<file path="src/rtl/cjbrisc_hmmiop_iop.sv">
// cjbrisc_hmmiop_iop -- memory-mapped I/O processor for the CJBRISC core.
// Four output ports and four input ports live at PORT_ADDR 0x3FC-0x3FF.
// The port index is PORT_ADDR[1:0].
//   Clock, Reset           : clock and asynchronous active-high reset
//   LD_OPDR / LD_IPDR      : CU store / load strobes to the I/O space
//   PORT_ADDR, WR_DATA     : strobe address and store data
//   IPDR                   : data returned for the last I/O load
//   OUT_DATA0..3, OUT_VLD  : output port data and valid flags
//   OUT_ACK                : consumer acknowledge for each output port
//   IN_DATA0..3, IN_VLD    : external input data and valid flags
//   IN_ACK, IN_FULL        : capture pulse and holding-full flag for each input port
//   OVR / UNDR             : sticky flags for store-to-busy and load-from-empty
module cjbrisc_hmmiop_iop (
  input  logic       Clock,
  input  logic       Reset,
  input  logic       LD_OPDR,
  input  logic       LD_IPDR,
  input  logic [9:0] PORT_ADDR,
  input  logic [7:0] WR_DATA,
  output logic [7:0] IPDR,
  output logic [7:0] OUT_DATA0,
  output logic [7:0] OUT_DATA1,
  output logic [7:0] OUT_DATA2,
  output logic [7:0] OUT_DATA3,
  output logic [3:0] OUT_VLD,
  input  logic [3:0] OUT_ACK,
  input  logic [7:0] IN_DATA0,
  input  logic [7:0] IN_DATA1,
  input  logic [7:0] IN_DATA2,
  input  logic [7:0] IN_DATA3,
  input  logic [3:0] IN_VLD,
  output logic [3:0] IN_ACK,
  output logic [3:0] IN_FULL,
  output logic       OVR,
  output logic       UNDR
);

  typedef enum logic {O_IDLE, O_VALID} out_state_e;
  typedef enum logic {I_EMPTY, I_FULL} in_state_e;

  out_state_e out_st_q [4];
  out_state_e out_st_d [4];
  in_state_e  in_st_q  [4];
  in_state_e  in_st_d  [4];
  logic [7:0] out_data_q [4];
  logic [7:0] out_data_d [4];
  logic [7:0] hold_q [4];
  logic [7:0] hold_d [4];
  logic [7:0] in_data [4];
  logic [3:0] in_ack_q, in_ack_d;
  logic [7:0] ipdr_q, ipdr_d;
  logic       ovr_q, ovr_d;
  logic       undr_q, undr_d;

  logic       io_sel;
  logic [3:0] store_hit, load_hit, capture;

  assign io_sel    = (PORT_ADDR[9:2] == 8'hFF);
  assign store_hit = (LD_OPDR && io_sel) ? (4'b0001 << PORT_ADDR[1:0]) : '0;
  assign load_hit  = (LD_IPDR && io_sel) ? (4'b0001 << PORT_ADDR[1:0]) : '0;

  always_comb begin
    in_data[0] = IN_DATA0;
    in_data[1] = IN_DATA1;
    in_data[2] = IN_DATA2;
    in_data[3] = IN_DATA3;
  end

  always_comb begin
    out_st_d   = out_st_q;
    out_data_d = out_data_q;
    in_st_d    = in_st_q;
    hold_d     = hold_q;
    ipdr_d     = ipdr_q;
    ovr_d      = ovr_q;
    undr_d     = undr_q;
    capture    = '0;
    for (int unsigned i = 0; i < 4; i++) begin
      case (out_st_q[i])
        O_IDLE: begin
          if (store_hit[i]) begin
            out_data_d[i] = WR_DATA;
            out_st_d[i]   = O_VALID;
          end
        end
        O_VALID: begin
          // Store coinciding with ack replaces the data and stays valid.
          if (store_hit[i]) begin
            if (OUT_ACK[i]) out_data_d[i] = WR_DATA;
            else            ovr_d         = 1'b1;
          end else if (OUT_ACK[i]) begin
            out_st_d[i] = O_IDLE;
          end
        end
      endcase

      // Capture decided on the current state, so a load that empties a FULL
      // port cannot refill it in the same cycle.
      capture[i] = (in_st_q[i] == I_EMPTY) && IN_VLD[i] && !in_ack_q[i];
      if (capture[i]) begin
        hold_d[i]  = in_data[i];
        in_st_d[i] = I_FULL;
      end
      if (load_hit[i]) begin
        if (in_st_q[i] == I_FULL) begin
          ipdr_d     = hold_q[i];
          in_st_d[i] = I_EMPTY;
        end else begin
          ipdr_d = '0;
          undr_d = 1'b1;
        end
      end
    end
    in_ack_d = capture;
  end

  always_ff @(posedge Clock or posedge Reset) begin
    if (Reset) begin
      for (int unsigned i = 0; i < 4; i++) begin
        out_st_q[i]   <= O_IDLE;
        in_st_q[i]    <= I_EMPTY;
        out_data_q[i] <= '0;
        hold_q[i]     <= '0;
      end
      in_ack_q <= '0;
      ipdr_q   <= '0;
      ovr_q    <= 1'b0;
      undr_q   <= 1'b0;
    end else begin
      out_st_q   <= out_st_d;
      in_st_q    <= in_st_d;
      out_data_q <= out_data_d;
      hold_q     <= hold_d;
      in_ack_q   <= in_ack_d;
      ipdr_q     <= ipdr_d;
      ovr_q      <= ovr_d;
      undr_q     <= undr_d;
    end
  end

  always_comb begin
    for (int unsigned i = 0; i < 4; i++) begin
      OUT_VLD[i] = (out_st_q[i] == O_VALID);
      IN_FULL[i] = (in_st_q[i] == I_FULL);
    end
  end

  assign OUT_DATA0 = out_data_q[0];
  assign OUT_DATA1 = out_data_q[1];
  assign OUT_DATA2 = out_data_q[2];
  assign OUT_DATA3 = out_data_q[3];
  assign IN_ACK    = in_ack_q;
  assign IPDR      = ipdr_q;
  assign OVR       = ovr_q;
  assign UNDR      = undr_q;

endmodule

</file>
<file path="config.mk">
export PLATFORM = sky130hd
export DESIGN_NAME = cjbrisc_hmmiop_iop
export DESIGN_NICKNAME = d
export VERILOG_FILES = /design/src/rtl/cjbrisc_hmmiop_iop.sv
export SDC_FILE = /design/constraint.sdc
export NUM_CORES = 1
export LEC_CHECK = 0
export CORE_MARGIN = 10
export CORE_UTILIZATION = 25
export DETAILED_ROUTE_END_ITERATION = 8
export HOLD_SLACK_MARGIN = 0.08
export PLACE_DENSITY = 0.49
export SLEW_MARGIN = 10
export SYNTH_ARGS = -nofsm -noshare
export SYNTH_HDL_FRONTEND = slang
export SYNTH_SLANG_ARGS = --single-unit
</file>
<file path="constraint.sdc">
create_clock -name Clock -period 3.94 [get_ports Clock]
set_input_delay 0.591 -clock Clock [delete_from_list [all_inputs] [get_ports Clock]]
set_output_delay 0.591 -clock Clock [all_outputs]
set_load 0.01 [all_outputs]
</file>
======== Yosys cells after proc, flatten, opt, wreduce, memory -nomap -nowiden ========
Cells that the tools add are included.
cells by class
  equality and inequality tests ........... 13
  shift operators ......................... 1
  muxes and demuxes ....................... 74
  bitwise logic cells ..................... 8
  reduce and logical (&&, ||, !) cells .... 19
operator list
  kind                                                                count
  8-bit two-way mux                                                   20
  8-bit case mux with 2 select lines                                  4
  1-bit two-way mux                                                   44
  2-bit != test (second input constant)                               8
  3-bit AND reduction                                                 4
  1-bit logical AND                                                   10
  8-bit == test (second input constant)                               1
  4-bit two-way mux                                                   2
  2-bit by 1-bit != test with 1-bit output (second input constant)    4
  1-bit inverter                                                      8
  1-bit case mux with 2 select lines                                  4
  1-bit zero test                                                     4
  4-bit nonzero test                                                  1
  1-bit by 2-bit << shifter with 4-bit output (first input constant)  1
word-level totals
  flip-flop bits (word level) ............. 86
  output and inout bits ................... 54
  logic and storage cells ................. 135

======== Longest topological paths before layout ========
  depth in word-level cells ............... 14
  mapped depth ............................ 5
  gate-level depth less buffers ........... 4

======== Least setup slack after synthesis ========
Ideal clock, no wire load.
  kind .................................... input -> register
  from .................................... in PORT_ADDR[5]
  to ...................................... reg out_data_q, in the netlist OUT_DATA1[0]
  library setup time ...................... 0.125 ns
  arrival ................................. 1.758 ns
  path slack .............................. 2.057 ns
  cell stages on the path ................. 5
  buffers on the path ..................... 1
  path through ............................ and4_4 > nand3_4 > or3b_1 > buf_6 > mux2_4
on the way
  longest elaborated chain between the ends .. 5
RTL lines
  what                                                                                        RTL line  RTL
  from (decl)                                                                                 18        input logic [9:0] PORT_ADDR,
  8-bit == test (*)                                                                           58        assign io_sel = (PORT_ADDR[9:2] == 8'hFF);
  1-bit logical AND (*)                                                                       59        assign store_hit = (LD_OPDR && io_sel) ? (4'b0001 << PORT_ADDR[1:0]) : '0;
  4-bit two-way mux (*)                                                                       59
  2-bit != test (no line) / 2-bit by 1-bit != test with 1-bit output (equally long branches)  n/a
  3-bit AND reduction (no line) (*)                                                           n/a
  to (signal assigned)                                                                        132       out_data_q <= out_data_d;
  to (decl)                                                                                   45        logic [7:0] out_data_q [4];
Every way passes the cells marked *; elsewhere a longest branch is shown, timed or not.
A chain may end at the register's enable or synchronous reset.

======== Worst setup path in the final report ========
  from .................................... in PORT_ADDR[0]
  to ...................................... reg out_data_q, in the netlist OUT_DATA1[2]
on the way
  longest elaborated chain between the ends .. 4
RTL lines
  what                                                                                        RTL line
  1-bit by 2-bit << shifter with 4-bit output (*)                                             59
  4-bit two-way mux (*)                                                                       59
  2-bit != test (no line) / 2-bit by 1-bit != test with 1-bit output (equally long branches)  n/a
  3-bit AND reduction (no line) (*)                                                           n/a
Marks and branches as above.

==> flow_summary.yaml <==
sta:
  min_period_over_period: 0.635
  fin_skew_ns: 0.00403
  fmax_ghz: 0.399
  slew_headroom: 0.346
  slew_violations: 0
  finalSetupViolations: 0
  rsz0062_at_grt: "false"
  post-route-min-period_ns: 2.50
  finalSetupTns_ns: 0
  worstMarginPinSlew_ns: 0.981
  hold_viol_final: 0
floorplan:
  placeableCoreArea_mm2: 0.0140
  die_x_um: 140
  initial_core_util: 0.258
  die_h_um: 140
  die-area_mm2: 0.0197
  io_pins: 116
  rows: 43
clock_network:
  clockRootBuffer: "clkbuf_16"
  post_cts_buffers: 0
  cts_resized: 0
  htreeDepth: 3
  clk_latency_ns: 0.34
  cts_tree: "done"
  cts-buffers-inserted: 9
  clkSinkCount: 86
  postCtsHoldBufs: 0
  path_clk_slew_ns: 0.07
  clock_path_buffers: 2
synth:
  synth-seq-cells: 86
  synth.most_common_cell: "dfrtp_1"
  synthArstFlopShare: 1.00
  synth_top_area_frac: 0.594
  synth_cell_type_count: 32
  synth_edf_count: 0
  avgSynthCellArea_um2: 14.1
  syn_nets: 318
  synth_area_leaders: "dfrtp_1 59%, mux2_2 17%, mux2_4 3.3%"
  synth_flop_cell: "dfrtp_1"
  ys_seq_area_frac: 0.594
  synth_area_mm2: 0.00362
  ys_warn_count: 0
  synth_cells: 256
  yosys.area.top_type: "dfrtp_1"
  yosys-top-cells-count: "86 x dfrtp_1, 56 x mux2_2, 12 x a21oi_1"
pwr:
  peakVddDrop_mv: 0.247
  p_leak_nw: 2.29
  p_per_area_mw_per_mm2: 492
global_route:
  track_usage: 0.108
  antenna_found_initial: 0
  overflow: 0
  grt_start_max_net_pins: 57
  grt_pass1_wl_mm: 16.7
  grt_pass1_vias: 2826
routing:
  vias_per_cell: 4.58
  vias: 2568
  wl_mm: 10.6
  ant_nets: 0
  wire_per_inst_um: 18.8
  drc: 0
  firstDrtPassIters: 4
  dr.first_iter.drc_count: 112
run:
  maxCapViolCount: 0
run_status:
  status: "finished clean"
critical_path:
  cp_slowest_cell: "clkdlybuf4s50_1"
  critPathKind: "input pin to flop"
  worst-path-max-fanout: 15
  crit_family: "simple AND/OR/NAND/NOR gates"
  cp.buffers_inverters: 1
  required_ns: 4.17
  path_cells: "clkdlybuf4s50_1, nand2b_1, or3b_1, mux2_4"
  worstPathArrival_ns: 2.74
  critPathLaunchType: "input pin"
  max_stage_delay_ns: 0.82
  cp-end-kind: "flop"
placement:
  io_buffers: 115
  place_congestion: 0.768
  hpwlAfterDp_mm: 8.15
  placed_area_mm2: 0.00499
worst_hold_path:
  hold_path_class: "flop to flop"
final_layout:
  fillers: 1368
  syn_to_final_growth_pct: 47.3
  fin_nets: 438
  finish.instance_area_mm2: 0.00534
  drive_gt1_frac: 0.247
  diodes: 0
[layout make-up]
cell class                 count  area [um2]  area share
timing repair buffer         121        1200       0.224
clock buffer                   9         225      0.0422
tap                          180         225      0.0422
sequential                    86        2150       0.403
multi-input combinational    157        1410       0.264
inverter                       1        5.00    0.000938
clock inverter                 7         121      0.0227
[kinds of logic after synthesis]
group / count (synthesis) / share of synthesized area
AO/OA/AOI/OAI: 50 / 0.0940
buffers and inverters: 13 / 0.0162
flip-flops: 86 / 0.594
multiplexers: 66 / 0.220
AND/OR/NAND/NOR: 41 / 0.0760
[final timing paths]
path	startpoint	to	slack, ns	depth (start not counted)
max	PORT_ADDR[0]	OUT_DATA1[2]	1.44	4
min	IN_ACK[3]	IN_ACK[3]	0.47	1
max reg2reg	OUT_VLD[0]	OUT_DATA0[2]	2.28	3
min reg2reg	IN_ACK[3]	IN_ACK[3]	0.47	1
max in group asynchronous	Reset	hold_q[24]	2.35	3
min in group asynchronous	Reset	OUT_DATA2[3]	0.76	2
[per-stage QoR]
stage	setup slack [ns]	util	instances	hold slack, ns	total power (W)
after floorplan	1.13	-	256	0.480	0.00145
after global placement	1.14	0.355	545	0.441	0.00166
after detailed placement	1.06	0.355	545	0.440	0.00167
after CTS	1.44	0.380	561	0.470	0.00267
after global routing	1.31	0.380	561	0.490	0.00276
final	1.44	0.380	561	0.470	0.00262
[metal layers]
metal  up-vias  share of wire  track usage
met5         -              0            0
met4         0         0.0072       0.0245
met3         8          0.082       0.0487
met2        94           0.44        0.157
met1      1274           0.47        0.142
li1       1192              -            -
[worst reg2reg max path: cells and delay by family (launching register included)]
| family | cells | cell delay, ns |
|---|---|---|
| DFF | 1 | 0.39 |
| and+or+nand+nor | 2 | 0.75 |
| muxes | 1 | 0.41 |
[power breakdown]
group	total, W	internal, W	switching, W
logic	0.000436	0.000281	0.000155
registers	0.00120	0.00107	0.000133
clock network	0.000985	0.000623	0.000363
total	0.00262	0.00197	0.000650
[flip-flops by register name, indices dropped and copies added, names as in the netlist, 4 cells and up]
signal	flops
OUT_VLD	4
IN_ACK	4
OUT_DATA1	8
OUT_DATA3	8
OUT_DATA0	8
IN_FULL	4
OUT_DATA2	8
IPDR	8
hold_q	32
[layout by cell type (no fill, tap or decap), types with 5 or more instances in the layout]
cell type	synthesis	layout
clkdlybuf4s50_1	0	115
nand2b_1	10	10
nand3_1	7	7
nand2_1	5	5
buf_4	0	6
clkbuf_16	0	9
a21oi_1	12	12
o21ai_0	10	10
mux2_2	56	56
dfrtp_1	86	86
mux2_4	8	8
o31ai_1	6	6
Note: power is estimated with default switching activity, not from simulation.
